==> src/rtl/muldiv_sequencer.sv <==
// Iterative RV32M multiply/divide unit: 32-step shift-add multiply and restoring divide,
// with early completion for divide-by-zero and signed overflow.
module muldiv_sequencer #(
  parameter int unsigned XLEN = 32
) (
  input  logic            CLK,
  input  logic            RESET,
  input  logic            START,
  input  logic [2:0]      FUNCT3,
  input  logic [XLEN-1:0] OPERAND1,
  input  logic [XLEN-1:0] OPERAND2,
  input  logic            FLUSH,
  output logic            BUSY,
  output logic            DONE,
  output logic [XLEN-1:0] RESULT
);

  localparam int unsigned CntW = $clog2(XLEN + 1);

  typedef enum logic [1:0] {StIdle, StCalc, StFin} state_e;

  state_e            state_q;
  logic [CntW-1:0]   cnt_q;
  logic [2:0]        op_q;
  logic              special_q, neg_q, rneg_q, busy_q, done_q;
  logic [2*XLEN-1:0] acc_q, opa_q;
  logic [XLEN-1:0]   opb_q, result_q;

  logic              is_div, sign_a, sign_b, div_zero, div_ovf, special, accept;
  logic [XLEN-1:0]   mag_a, mag_b, special_val, quot, rem, fin_val;
  logic [2*XLEN-1:0] mul_acc, prod;
  logic [XLEN:0]     rem_shift, trial;

  assign is_div   = FUNCT3[2];
  assign sign_a   = OPERAND1[XLEN-1] & (is_div ? ~FUNCT3[0] : (FUNCT3[1:0] != 2'b11));
  assign sign_b   = OPERAND2[XLEN-1] & (is_div ? ~FUNCT3[0] : ~FUNCT3[1]);
  assign mag_a    = sign_a ? -OPERAND1 : OPERAND1;
  assign mag_b    = sign_b ? -OPERAND2 : OPERAND2;
  assign div_zero = is_div & (OPERAND2 == '0);
  assign div_ovf  = is_div & ~FUNCT3[0] & (OPERAND1 == {1'b1, {(XLEN-1){1'b0}}}) & (&OPERAND2);
  assign special  = div_zero | div_ovf;
  // FLUSH in FIN takes priority over a back-to-back START.
  assign accept   = START & ~((state_q == StFin) & FLUSH);

  always_comb begin
    special_val = '0;
    if (div_zero) special_val = FUNCT3[1] ? OPERAND1 : '1;
    else          special_val = FUNCT3[1] ? '0 : OPERAND1;
  end

  // Multiply: acc += multiplicand when the multiplier LSB is set.
  // Divide: acc holds the partial remainder, opb shifts dividend out and quotient in.
  assign mul_acc   = opb_q[0] ? acc_q + opa_q : acc_q;
  assign rem_shift = {acc_q[XLEN-1:0], opb_q[XLEN-1]};
  assign trial     = rem_shift - {1'b0, opa_q[XLEN-1:0]};

  assign prod = neg_q ? -acc_q : acc_q;
  assign quot = neg_q ? -opb_q : opb_q;
  assign rem  = rneg_q ? -acc_q[XLEN-1:0] : acc_q[XLEN-1:0];

  always_comb begin
    fin_val = '0;
    if (special_q)    fin_val = acc_q[XLEN-1:0];
    else if (!op_q[2]) fin_val = (op_q[1:0] == 2'b00) ? prod[XLEN-1:0] : prod[2*XLEN-1:XLEN];
    else              fin_val = op_q[1] ? rem : quot;
  end

  always_ff @(posedge CLK or negedge RESET) begin
    if (!RESET) begin
      state_q   <= StIdle;
      cnt_q     <= '0;
      op_q      <= '0;
      special_q <= 1'b0;
      neg_q     <= 1'b0;
      rneg_q    <= 1'b0;
      acc_q     <= '0;
      opa_q     <= '0;
      opb_q     <= '0;
      busy_q    <= 1'b0;
      done_q    <= 1'b0;
      result_q  <= '0;
    end else begin
      done_q <= 1'b0;
      case (state_q)
        StIdle, StFin: begin
          if (accept) begin
            state_q   <= StCalc;
            busy_q    <= 1'b1;
            op_q      <= FUNCT3;
            special_q <= special;
            neg_q     <= sign_a ^ sign_b;
            rneg_q    <= sign_a;
            // Special cases skip straight to the final CALC cycle.
            cnt_q     <= special ? CntW'(XLEN) : '0;
            acc_q     <= special ? {{XLEN{1'b0}}, special_val} : '0;
            opa_q     <= {{XLEN{1'b0}}, is_div ? mag_b : mag_a};
            opb_q     <= is_div ? mag_a : mag_b;
          end else begin
            state_q <= StIdle;
            busy_q  <= 1'b0;
          end
        end
        StCalc: begin
          if (FLUSH) begin
            state_q <= StIdle;
            busy_q  <= 1'b0;
          end else if (cnt_q == CntW'(XLEN)) begin
            result_q <= fin_val;
            done_q   <= 1'b1;
            busy_q   <= 1'b0;
            state_q  <= StFin;
          end else begin
            cnt_q <= cnt_q + CntW'(1);
            if (!op_q[2]) begin
              acc_q <= mul_acc;
              opa_q <= opa_q << 1;
              opb_q <= opb_q >> 1;
            end else if (trial[XLEN]) begin
              acc_q <= {{XLEN{1'b0}}, rem_shift[XLEN-1:0]};
              opb_q <= {opb_q[XLEN-2:0], 1'b0};
            end else begin
              acc_q <= {{XLEN{1'b0}}, trial[XLEN-1:0]};
              opb_q <= {opb_q[XLEN-2:0], 1'b1};
            end
          end
        end
        default: begin
          state_q <= StIdle;
          busy_q  <= 1'b0;
        end
      endcase
    end
  end

  assign BUSY   = busy_q;
  assign DONE   = done_q;
  assign RESULT = result_q;

endmodule

==> config.mk <==
export PLATFORM = sky130hd
export DESIGN_NAME = muldiv_sequencer
export DESIGN_NICKNAME = d
export VERILOG_FILES = /design/src/rtl/muldiv_sequencer.sv
export SDC_FILE = /design/constraint.sdc
export NUM_CORES = 1
export LEC_CHECK = 0
export BUFFER_PORTS_ARGS = -buffer_cell sky130_fd_sc_hd__buf_2
export CORE_MARGIN = 1
export CORE_UTILIZATION = 30
export DETAILED_ROUTE_END_ITERATION = 10
export HOLD_SLACK_MARGIN = 0.08
export SLEW_MARGIN = 30
export SYNTH_ARGS = -nofsm -noshare
export SYNTH_HDL_FRONTEND = slang
export SYNTH_SLANG_ARGS = --single-unit
==> constraint.sdc <==
create_clock -name CLK -period 4.1 [get_ports CLK]
set_clock_uncertainty 0.1 [all_clocks]
set_input_delay 0.82 -clock CLK [delete_from_list [all_inputs] [get_ports CLK]]
set_output_delay 0.82 -clock CLK [all_outputs]
set_load 0.005 [all_outputs]
== After elaboration in Yosys (flattened, before gate mapping) ==
Cells that the tools add are included.
Storage, ports and cells
  flip-flop bits (word level): 208
  bits of input ports: 71
  output and inout port bits: 34
  word-level logic and storage cells: 107
Cells by class
  add/sub/neg operators: 8
  equal/unequal tests: 11
  multiplexer cells: 51
  bitwise logic cells: 14
  reduce and logical (&&, ||, !) cells: 11
Operator list (count)
  64-bit 2-to-1 mux: 10
  32-bit 2-to-1 mux: 19
  64-bit case mux with 2 select lines: 2
  32-bit negation: 4
  64-bit adder: 1
  64-bit negation: 1
  32-bit case mux with 2 select lines: 1
  33-bit by 32-bit subtractor with 33-bit output: 1
  32-bit == test (second input constant): 1
  32-bit logical NOT: 1
  32-bit AND reduction: 1
  6-bit 2-to-1 mux: 4
  6-bit case mux with 2 select lines: 1
  1-bit 2-to-1 mux: 10
  2-bit inequality test (second input constant): 5
  5-bit AND reduction: 2
  1-bit AND: 8
  6-bit by 1-bit adder with 6-bit output (second input constant): 1
  6-bit == test (second input constant): 1
  3-bit inequality test (second input constant): 2
  2-bit logical NOT: 2
  2-bit 2-to-1 mux: 2
  1-bit NOT: 4
  2-bit case mux with 2 select lines: 1
  other kinds (10): 10

== Logic depth before layout (Yosys ltp) ==
  depth after elaboration: 8
  depth in mapped cells: 15
  gate-level depth less buffers: 13

== Worst setup path after synthesis ==
No wires, ideal clock.
  kind: in2reg
  start: input OPERAND2[1]
  end: register acc_q[24]
  data arrival time: 3.280 ns
  setup slack: 0.630 ns
  cell stages on the path: 12
  cell sequence: inv_1 ha_1 or4b_2 nor4_2 and3_1 inv_1 nor3_1 clkbuf_1 o21ai_0 a21oi_1 a21oi_1 o221ai_1
Between the ends
  longest elaborated chain between the ends: 6
Ends and longest elaborated chain
  start, declared: RTL line 11  | input logic [XLEN-1:0] OPERAND2,
  32-bit logical NOT / 32-bit AND reduction (equally long branches): RTL line 39, 40
  1-bit AND, on equally long branches: RTL line 39, 40
  32-bit 2-to-1 mux / 1-bit OR (equally long branches): RTL line 47, 41
  32-bit 2-to-1 mux (*): RTL line 95  | acc_q <= special ? {{XLEN{1'b0}}, special_val} : '0;
  64-bit 2-to-1 mux (*): RTL line 86  | if (accept) begin
  64-bit case mux with 2 select lines (*): RTL line 84  | case (state_q)
  end signal, assigned: RTL line 95
  end signal, assigned: RTL line 115  | acc_q <= mul_acc;
  end signal, assigned: RTL line 119  | acc_q <= {{XLEN{1'b0}}, rem_shift[XLEN-1:0]};
  end, declared: RTL line 26  | logic [2*XLEN-1:0] acc_q, opa_q;
Mark *: on every way between the ends. The rest lies on a longest branch, timed or not. The select of a mux whose other input is x is not followed.
A chain may end at the register's enable or synchronous reset.

== Worst setup path after layout ==
  start: register opa_q[0]
  end: register acc_q[60]
Between the ends
  longest elaborated chain between the ends: 6
Ends and longest elaborated chain
  start, declared: RTL line 26
  start signal, assigned: RTL line 96  | opa_q <= {{XLEN{1'b0}}, is_div ? mag_b : mag_a};
  start signal, assigned: RTL line 116  | opa_q <= opa_q << 1;
  64-bit adder: RTL line 53  | assign mul_acc = opb_q[0] ? acc_q + opa_q : acc_q;
  64-bit 2-to-1 mux: RTL line 53
  64-bit 2-to-1 mux: RTL line 114  | if (!op_q[2]) begin
  64-bit 2-to-1 mux: RTL line 107  | end else if (cnt_q == CntW'(XLEN)) begin
  64-bit 2-to-1 mux: RTL line 104  | if (FLUSH) begin
  64-bit case mux with 2 select lines: RTL line 84
  end signal, assigned: RTL line 115
  end signal, assigned: RTL line 119
  end signal, assigned: RTL line 122  | acc_q <= {{XLEN{1'b0}}, trial[XLEN-1:0]};
Every way passes these cells. The select of a mux whose other input is x is not followed.

==> flow_metrics.py <==
metrics = {
    "setup_path": {
        "r2r_slack_ns": 0.09,
        "worstPathMaxFanout": 4,
        "crit_top_cell": "buf_4",
        "crit_slowest_cell": "a31oi_1",
        "cp_data_required_time_ns": 4.46,
        "crit_chain": "ha_1, fa_1, a21oi_1, o211ai_1, a21oi_1, buf_4, a2111oi_0, buf_4, nor3_1, buf_4, a31oi_1, a21oi_1, o41ai_1, buf_4, mux2i_1, nand2_1",
        "cp-start-kind": "register",
        "critical_path_class": "register to register",
        "end_kind": "register",
        "critPathMaxStageDelay_ns": 0.43,
        "crit_arrival_ns": 4.37,
    },
    "synthesis": {
        "ys_types": 81,
        "async_flop_share_pct": 100,
        "yosys_warnings": 0,
        "netlist_area_sq_um": 20400,
        "synth-seq-cells": 207,
        "netlist.area_leader.share_pct": 25.4,
        "synth.yosys.seq_area_share_pct": 25.4,
        "netlist.top_cell.by_area": "dfrtp_1",
        "synth.most_common_cell": "nand2_1",
        "ys_top_cells_by_count": "302 x nand2_1, 257 x a21oi_1, 243 x o21ai_0",
        "ys.flop_type": "dfrtp_1",
        "synth_nets": 2888,
        "synth_edf_count": 0,
        "synthCells": 2713,
        "syn_area_per_cell_sq_um": 7.52,
        "synth_area_leaders": "dfrtp_1 25%, a21oi_1 6.3%, ha_1 6.3%, xnor2_1 6.1%, o21ai_0 6.0%",
    },
    "floorplan": {
        "die_area_sq_um": 69100,
        "start_util_pct": 30.3,
        "dieWidth_um": 263,
        "die_h_um": 263,
        "core_area_sq_um": 67300,
        "io_pins": 105,
        "core.rowCount": 95,
    },
    "power_and_ir_drop": {
        "peakVddDrop_mv": 0.409,
        "design_power_total_mw": 17.6,
        "power_density_nw_per_um2": 749,
        "leakage_nw": 9.96,
    },
    "route": {
        "wl_per_cell_um": 23.0,
        "vias_per_cell": 5.81,
        "num_vias": 21400,
        "drt.antenna.violating_nets": 0,
        "dr.pass1.iters": 6,
        "initialDrtViolationCount": 2311,
        "drc": 0,
        "wl_um": 84900,
    },
    "timing": {
        "maxSlewViolCount": 0,
        "rsz0062_at_grt": "false",
        "worstMarginPinSlew_ns": 1.08,
        "slew-limit-headroom_pct": 28.3,
        "max_freq_ghz": 0.250,
        "min_period_ns": 4.01,
        "hold_violations": 0,
        "setup_violations": 0,
        "fin_crit_sh_pct": 97.7,
    },
    "run": {
        "cap_violations": 0,
    },
    "cts": {
        "hold_buffers": 0,
        "clk_root_buffer_cell": "clkbuf_16",
        "h-tree-depth": 1,
        "clock_latency_ns": 0.59,
        "clock_path_buffers": 3,
        "cts_buffers": 29,
        "path_clk_slew_ns": 0.06,
        "cts_tree": "done",
        "clock-sinks": 207,
    },
    "global_route": {
        "grt_pass1_vias": 20000,
        "grt_pass1_wl_um": 128000,
        "grt_use_total_pct": 24.0,
        "antenna_found_initial": 3,
        "grt_overflow": 0,
        "grt_max_degree": 82,
    },
    "placement": {
        "portBuffers": 104,
        "routabilityCongestion": 0.973,
        "dpl.hpwl_um": 66900,
    },
    "status": {
        "status": "finished clean",
    },
    "min_path": {
        "hp-class": "input pin to asynchronous set/reset pin",
    },
    "finish": {
        "area_growth_syn_to_layout_pct": 15.4,
        "fin_util_pct": 35.0,
        "nNetsFinal": 2968,
        "drive_above_1_share_pct": 13.0,
    },
}
==> layout make-up <==
cell class	count	area [sq um]
Antenna cell	2	5.00
Clock inverter	15	248
Tap cell	873	1090
Inverter	86	323
Clock buffer	39	823
Sequential cell	207	5190
Timing Repair Buffer	258	1720
Multi-Input combinational cell	2211	14200
Fill cell	7147	43700
==> repair_timing <==
| action | CTS | global route |
|---|---|---|
| endpoints found under the setup margin | 0 | 4 |
| resized for setup | 0 | 1 |
| setup buffers | 0 | 4 |
==> registers in the layout (all words and copies together), names as in the netlist <==
register,cells
special_q,1
acc_q,64
state_q,2
DONE,1
opb_q,32
op_q,3
opa_q,64
rneg_q,1
RESULT,32
neg_q,1
cnt_q,6
==> critical path: cells and delay by family (launching register included) <==
kind	cells	cell delay, ns
buffers and inverters	4	0.73
adders and majority gates	2	0.45
DFF	1	0.41
muxes	1	0.19
AOI/OAI and AO/OA	7	1.88
and+or+nand+nor	2	0.11
==> through the flow <==
step	hold slack [ns]	worst slack (ns)	area [sq um]	setup TNS, ns	cells
final	0.0998	0.0926	23600	0	3691
after detailed placement	0.371	-0.177	22400	-0.249	3631
after CTS	0.111	0.0881	23500	0	3685
after global placement	0.368	-0.100	22400	-0.100	3631
after global routing	0.145	0.0124	23600	0	3691
after floorplan	0.361	0.630	20400	0	2713
==> logic make-up (layout without fill, tap and decap cells) <==
kind of cell | Yosys count | after routing | synth area share [%]
fa+ha+maj | 104 | 104 | 6.45
simple gates | 846 | 846 | 19.6
other cells | 0 | 2 | 0
buf+inv | 295 | 398 | 5.52
xor+xnor | 263 | 263 | 11.3
compound gates | 961 | 961 | 29.9
mux | 37 | 37 | 1.88
flops | 207 | 207 | 25.4
==> routing by layer <==
layer  track usage (%)  up-vias  routed length [um]  part of all wire (%)
li1                  -    10100                   -                     -
met1              34.1    10300               38500                    45
met2              36.2      936               35800                    42
met3              4.04      143                7170                   8.4
met4              8.66        4                3250                   3.8
met5             0.762        -                  72                 0.085
==> layout by cell type (no fill, tap or decap), types with 14 or more instances in the layout <==
cell and n:
a31oi_1 32, o211ai_1 53, xor2_1 122, a21oi_1 255
inv_1 86, nand2_1 301, a211oi_1 55, buf_4 151
or4_1 14, mux2i_1 27, nor4_1 23, o21a_1 19
nor2_1 220, and3_1 25, buf_2 103, nand2b_1 23
dfrtp_1 204, o21ai_0 243, o41ai_1 15, o21bai_1 21
or3_1 29, a221oi_1 39, ha_1 102, xnor2_1 141
o22ai_1 32, nor3_1 53, o31ai_1 41, a21o_1 33
nand3_1 42, a22o_1 37, clkbuf_16 29, nand4_1 41
==> report_power, final <==
part / internal [mW] / leakage [nW] / total, mW / switching (mW)
combinational: 4.41 / 6.81 / 11.3 / 6.92
clock: 1.78 / 0.503 / 2.86 / 1.07
sequential: 2.60 / 2.66 / 3.47 / 0.864
total: 8.79 / 9.96 / 17.6 / 8.86
==> path summary, 6_finish.rpt <==
check	from	end	cells past startpoint
setup / recovery	opa_q[0]	acc_q[60]	16
min in group CLK	RESULT[20]	RESULT[20]	2
hold reg to reg	RESULT[20]	RESULT[20]	2
setup reg to reg	opa_q[0]	acc_q[60]	16
max in group asynchronous	RESET	opa_q[62]	2
hold / removal	RESET	cnt_q[2]	1
(Power assumes the default switching activity.)
